$ cat config.mk
export PLATFORM = sky130hd
export DESIGN_NAME = alu_cmd_sequencer
export DESIGN_NICKNAME = d
export VERILOG_FILES = /design/src/rtl/alu_cmd_sequencer.sv
export SDC_FILE = /design/constraint.sdc
export NUM_CORES = 1
export LEC_CHECK = 0
export ABC_AREA = 0
export CAP_MARGIN = 20
export CORE_UTILIZATION = 30
export CTS_CLUSTER_DIAMETER = 120
export DETAILED_ROUTE_END_ITERATION = 8
export GPL_TIMING_DRIVEN = 0
export SLEW_MARGIN = 20
export SYNTH_ARGS = -nofsm -noshare
export SYNTH_HDL_FRONTEND = slang
export SYNTH_SLANG_ARGS = --single-unit
$ cat constraint.sdc
create_clock -name clk -period 4.7 [get_ports clk]
set_clock_uncertainty 0.15 [all_clocks]
set_input_delay 1.41 -clock clk [delete_from_list [all_inputs] [get_ports clk]]
set_output_delay 1.41 -clock clk [all_outputs]
set_load 0.01 [all_outputs]
$ cat src/rtl/alu_cmd_sequencer.sv
// Command sequencer in front of the ALU: queues {op,A,B} commands, issues one at a time
// over the start/done handshake and returns result+status on a valid/ready response port.
module alu_cmd_sequencer #(
    parameter int unsigned DEPTH   = 4,
    parameter int unsigned OP_W    = 4,
    parameter int unsigned TIMEOUT = 16,
    parameter logic [(1<<OP_W)-1:0] NOP_MASK = {{((1<<OP_W)-1){1'b0}}, 1'b1}
) (
    input  logic            clk,
    input  logic            reset_n,
    input  logic            cmd_valid,
    output logic            cmd_ready,
    input  logic [OP_W-1:0] cmd_op,
    input  logic [7:0]      cmd_a,
    input  logic [7:0]      cmd_b,
    output logic            alu_start,
    output logic [OP_W-1:0] alu_op,
    output logic [7:0]      alu_a,
    output logic [7:0]      alu_b,
    input  logic            alu_done,
    input  logic            alu_error,
    input  logic [15:0]     alu_result,
    output logic            rsp_valid,
    input  logic            rsp_ready,
    output logic [15:0]     rsp_result,
    output logic [1:0]      rsp_status,
    output logic            busy
);

    localparam int unsigned PTR_W = $clog2(DEPTH);
    localparam int unsigned CNT_W = $clog2(TIMEOUT);
    localparam int unsigned ENT_W = OP_W + 16;

    localparam logic [1:0] ST_OK      = 2'b00;
    localparam logic [1:0] ST_ILLEGAL = 2'b01;
    localparam logic [1:0] ST_TIMEOUT = 2'b10;

    typedef enum logic [1:0] {S_IDLE, S_WAIT, S_RESP} state_t;

    state_t             state_q, state_d;
    logic [PTR_W:0]     wr_ptr_q, wr_ptr_d;
    logic [PTR_W:0]     rd_ptr_q, rd_ptr_d;
    logic [CNT_W-1:0]   cnt_q, cnt_d;
    logic [OP_W-1:0]    op_q, op_d;
    logic [7:0]         a_q, a_d;
    logic [7:0]         b_q, b_d;
    logic [15:0]        result_q, result_d;
    logic [1:0]         status_q, status_d;
    logic [ENT_W-1:0]   mem_q [DEPTH];

    logic               empty;
    logic               full;
    logic               push;
    logic [ENT_W-1:0]   head;
    logic [OP_W-1:0]    head_op;

    // Extra wrap bit distinguishes full from empty when the index bits match.
    assign empty   = (wr_ptr_q == rd_ptr_q);
    assign full    = (wr_ptr_q[PTR_W] != rd_ptr_q[PTR_W]) &&
                     (wr_ptr_q[PTR_W-1:0] == rd_ptr_q[PTR_W-1:0]);
    assign push    = cmd_valid && !full;
    assign head    = mem_q[rd_ptr_q[PTR_W-1:0]];
    assign head_op = head[ENT_W-1 -: OP_W];

    assign cmd_ready  = !full;
    assign alu_op     = op_q;
    assign alu_a      = a_q;
    assign alu_b      = b_q;
    assign rsp_valid  = (state_q == S_RESP);
    assign rsp_result = result_q;
    assign rsp_status = status_q;
    assign busy       = (state_q != S_IDLE) || !empty;

    always_ff @(posedge clk) begin
        if (push) begin
            mem_q[wr_ptr_q[PTR_W-1:0]] <= {cmd_op, cmd_a, cmd_b};
        end
    end

    always_comb begin
        state_d   = state_q;
        rd_ptr_d  = rd_ptr_q;
        wr_ptr_d  = push ? wr_ptr_q + (PTR_W+1)'(1) : wr_ptr_q;
        cnt_d     = cnt_q;
        op_d      = op_q;
        a_d       = a_q;
        b_d       = b_q;
        result_d  = result_q;
        status_d  = status_q;
        alu_start = 1'b0;

        case (state_q)
            S_IDLE: begin
                if (!empty) begin
                    {op_d, a_d, b_d} = head;
                    rd_ptr_d = rd_ptr_q + (PTR_W+1)'(1);
                    cnt_d    = '0;
                    if (NOP_MASK[head_op]) begin
                        result_d = '0;
                        status_d = ST_OK;
                        state_d  = S_RESP;
                    end else begin
                        state_d  = S_WAIT;
                    end
                end
            end
            S_WAIT: begin
                // Start is a level until completion so the ALU never sees a second start.
                alu_start = !alu_done && !alu_error;
                if (alu_error) begin
                    result_d = '0;
                    status_d = ST_ILLEGAL;
                    state_d  = S_RESP;
                end else if (alu_done) begin
                    result_d = alu_result;
                    status_d = ST_OK;
                    state_d  = S_RESP;
                end else if (cnt_q == CNT_W'(TIMEOUT - 1)) begin
                    result_d = '0;
                    status_d = ST_TIMEOUT;
                    state_d  = S_RESP;
                end else begin
                    cnt_d = cnt_q + CNT_W'(1);
                end
            end
            S_RESP: begin
                if (rsp_ready) begin
                    state_d = S_IDLE;
                end
            end
            default: state_d = S_IDLE;
        endcase
    end

    always_ff @(posedge clk) begin
        if (!reset_n) begin
            state_q  <= S_IDLE;
            wr_ptr_q <= '0;
            rd_ptr_q <= '0;
            cnt_q    <= '0;
            op_q     <= '0;
            a_q      <= '0;
            b_q      <= '0;
            result_q <= '0;
            status_q <= '0;
        end else begin
            state_q  <= state_d;
            wr_ptr_q <= wr_ptr_d;
            rd_ptr_q <= rd_ptr_d;
            cnt_q    <= cnt_d;
            op_q     <= op_d;
            a_q      <= a_d;
            b_q      <= b_d;
            result_q <= result_d;
            status_q <= status_d;
        end
    end

endmodule

==> out/qor.txt <==
Skew-Pair Late Insertion Delay: 0.42 ns
Fmax: 234 MHz
Antenna violations before repair: 0
Synth area leader: edfxtp_1
DRT antenna net count: 0
Final setup margin: 0.431 ns
Worst path cell trace: clkdlybuf4s50_1 -> or4b_4 -> inv_1 -> dlymetal6s2s_1
Top cell type's share of synthesized area: 48.5%
Clock transition at path regs: 0.06 ns
WHS: 0.308 ns
Vias: 3,040
H-tree levels: 4
Finish-stage setup viols: 0
CP Data Required Time: 3.14 ns
Delay of the slowest critical-path stage: 0.56 ns
CTS tree: built
Wire length per cell: 15.6 µm
Die Ht: 131 µm
PD cells: 547 nW/µm²
Startpoint class of the critical path: primary input
Setup TNS: 0 ns
Gate Count Post-Synth: 332
Vias in the first global route: 3,032
Die footprint: 17,000 µm²
Mapped Area: 4960 µm²
Total gr overflow: 0
CTS Buf Count: 17
Relative max-transition margin: 30.0%
CP max-delay cell: or4b_4
Core Region: 16,000 µm²
Routed WL: 10,400 µm
GRT Util Overall: 13.0%
Dominant synthesized flop cell: edfxtp_1
Top cells by area, synth: edfxtp_1 (48%), dfxtp_1 (21%), mux4_2 (6.4%), nand2_1 (3.6%), mux4_1 (3.2%)
1st-iter DRT viols: 179
Die X: 131 µm
Total I/O pin count: 84
Synth Register Bits: 132
Initial Utilization: 31.0%
Pre-CTS WS: -0.0526 ns
Root Buffer: clkbuf_16
First-pass GRT wire length: 15,800 µm
Arrival @ worst endpoint: 2.71 ns
Min Tclk post-route: 4.27 ns
VDD IR max: 0.278 mV
DR DRC count: 0
Least-Margin Pin Slew: 1.05 ns
Syn nets: 380
Final Slew Violations: 0
P&R area growth vs syn: 34.4%
FP Rows: 46
Nets: 482
Maxcap violations: 0
Crit path capture type: primary output
Async set or reset register ratio after synthesis: 0%
Hold WC Path Type: reg2reg
Hold Vio Cnt, Final: 0
Mean Syn Cell Area: 14.9 µm²
Ys Warns: 0
EDFF count, synth: 80
Cell variety after synth: 37
CTS Sinks: 132
Crit path kind: in2out
Clock Path Buffers: 2
Vias per std cell: 4.58
Share of the clock period used by the worst path after layout: 90.8%
RSZ-0062 raised after global routing: no
Status: complete, no violations
Seq/Total Area, Yosys: 69.5%
Dpl hpwl: 6980 µm
Pin count of the biggest net entering global routing: 21
Pleak: 2.30 nW
Layout cells sized above 1: 11.4%
Gpl congestion: 0.786
PortBufs: 83
Crit-path max FO: 7
1st-pass router iterations: 7
[sequential cells by signal, summed over array words and instances (netlist names), named ones only]
signal      cells
rsp_result     16
rsp_status      2
cnt_q           4
wr_ptr_q        3
state_q         2
alu_b           8
alu_a           8
alu_op          4
mem_q          80
rd_ptr_q        3
[per-stage QoR]
stage / cells / instance area (µm²) / power, mW / util, %
after floorplan: 332 / 4960 / 1.99 / -
after global placement: 631 / 6060 / 2.39 / 37.9
after CTS: 662 / 6640 / 3.69 / 41.5
after global routing: 663 / 6660 / 3.84 / 41.6
after detailed placement: 631 / 6060 / 2.40 / 37.9
final: 664 / 6660 / 3.65 / 41.6
[area by class of cell]
cell class	instances	area, µm²
fill	1528	9340
sequential	132	3440
multi-input combinational	178	1420
timing repair buffer	84	848
clock buffer	17	425
tap	216	270
clock inverter	15	156
buffer	13	63.8
inverter	8	30.0
antenna	1	2.50
[cell usage after synthesis (2+ instances only)]
| master | count |
|---|---|
| a21oi_1 | 25 |
| a22o_1 | 16 |
| a31oi_1 | 2 |
| and2_1 | 3 |
| buf_6 | 2 |
| clkbuf_1 | 11 |
| dfxtp_1 | 52 |
| edfxtp_1 | 80 |
| ha_1 | 6 |
| inv_1 | 8 |
| mux2i_1 | 2 |
| mux4_1 | 6 |
| mux4_2 | 14 |
| nand2_1 | 48 |
| nand3_1 | 4 |
| nor2_1 | 12 |
| nor3_1 | 4 |
| o21ai_0 | 5 |
| o31a_1 | 2 |
| or3_1 | 3 |
| xnor2_1 | 7 |
| xor2_1 | 5 |
[metal layers]
layer / vias up / track usage, % / wire length [µm]
met2: 98 / 20.6 / 4920
met5: - / 0 / 0
met3: 4 / 4.76 / 702
met1: 1474 / 16.1 / 4730
li1: 1464 / - / -
met4: 0 / 5.21 / 39
[timing repair]
item,in CTS,in global routing
setup endpoints to repair,1,1
hold buffers,0,0
gates resized for setup,1,1
setup buffers,0,0
[cell families (layout without fill, tap and decap cells)]
| group | after synthesis | in the layout | share of synthesized area (%) |
|---|---|---|---|
| flip-flops | 132 | 132 | 69.5 |
| AO/OA/AOI/OAI | 57 | 57 | 7.80 |
| other | 0 | 1 | 0 |
| adder cells (fa/ha/maj) | 6 | 6 | 1.51 |
| AND/OR/NAND/NOR | 81 | 81 | 7.19 |
| multiplexers | 22 | 22 | 9.94 |
| XOR/XNOR | 12 | 12 | 2.12 |
| buffers and inverters | 22 | 137 | 1.97 |
[critical path: cells and delay by family]
kind | cells | cell delay [ns]
and+or+nand+nor | 1 | 0.56
buffers and inverters | 3 | 0.74
[cells in the final DEF, fill, tap and decap left out, types with 6 or more instances in the layout]
master           instances
clkbuf_1                10
edfxtp_1                80
xnor2_1                  7
mux4_1                   6
inv_1                    8
nand2_1                 48
ha_1                     6
mux4_2                  14
a21oi_1                 25
dfxtp_1                 52
a22o_1                  16
nor2_1                  12
clkdlybuf4s50_1         82
clkbuf_16               17
[report_power, final]
group	total (mW)	switching [mW]	internal, mW
clock	1.28	0.499	0.783
sequential	1.46	0.0806	1.37
combinational	0.908	0.481	0.428
[worst paths after layout]
path / endpoint / slack (ns) / start / cells past startpoint
hold / removal: alu_a[4]$_SDFFE_PN0P_ / 0.31 / alu_a[4]$_SDFFE_PN0P_ / 2
hold reg to reg: alu_a[4]$_SDFFE_PN0P_ / 0.31 / alu_a[4]$_SDFFE_PN0P_ / 2
setup / recovery: alu_start / 0.43 / alu_error / 4
setup reg to reg: rsp_result[14]$_SDFFE_PN0P_ / 1.75 / register / 6
Note: power is estimated with default switching activity, not from simulation.
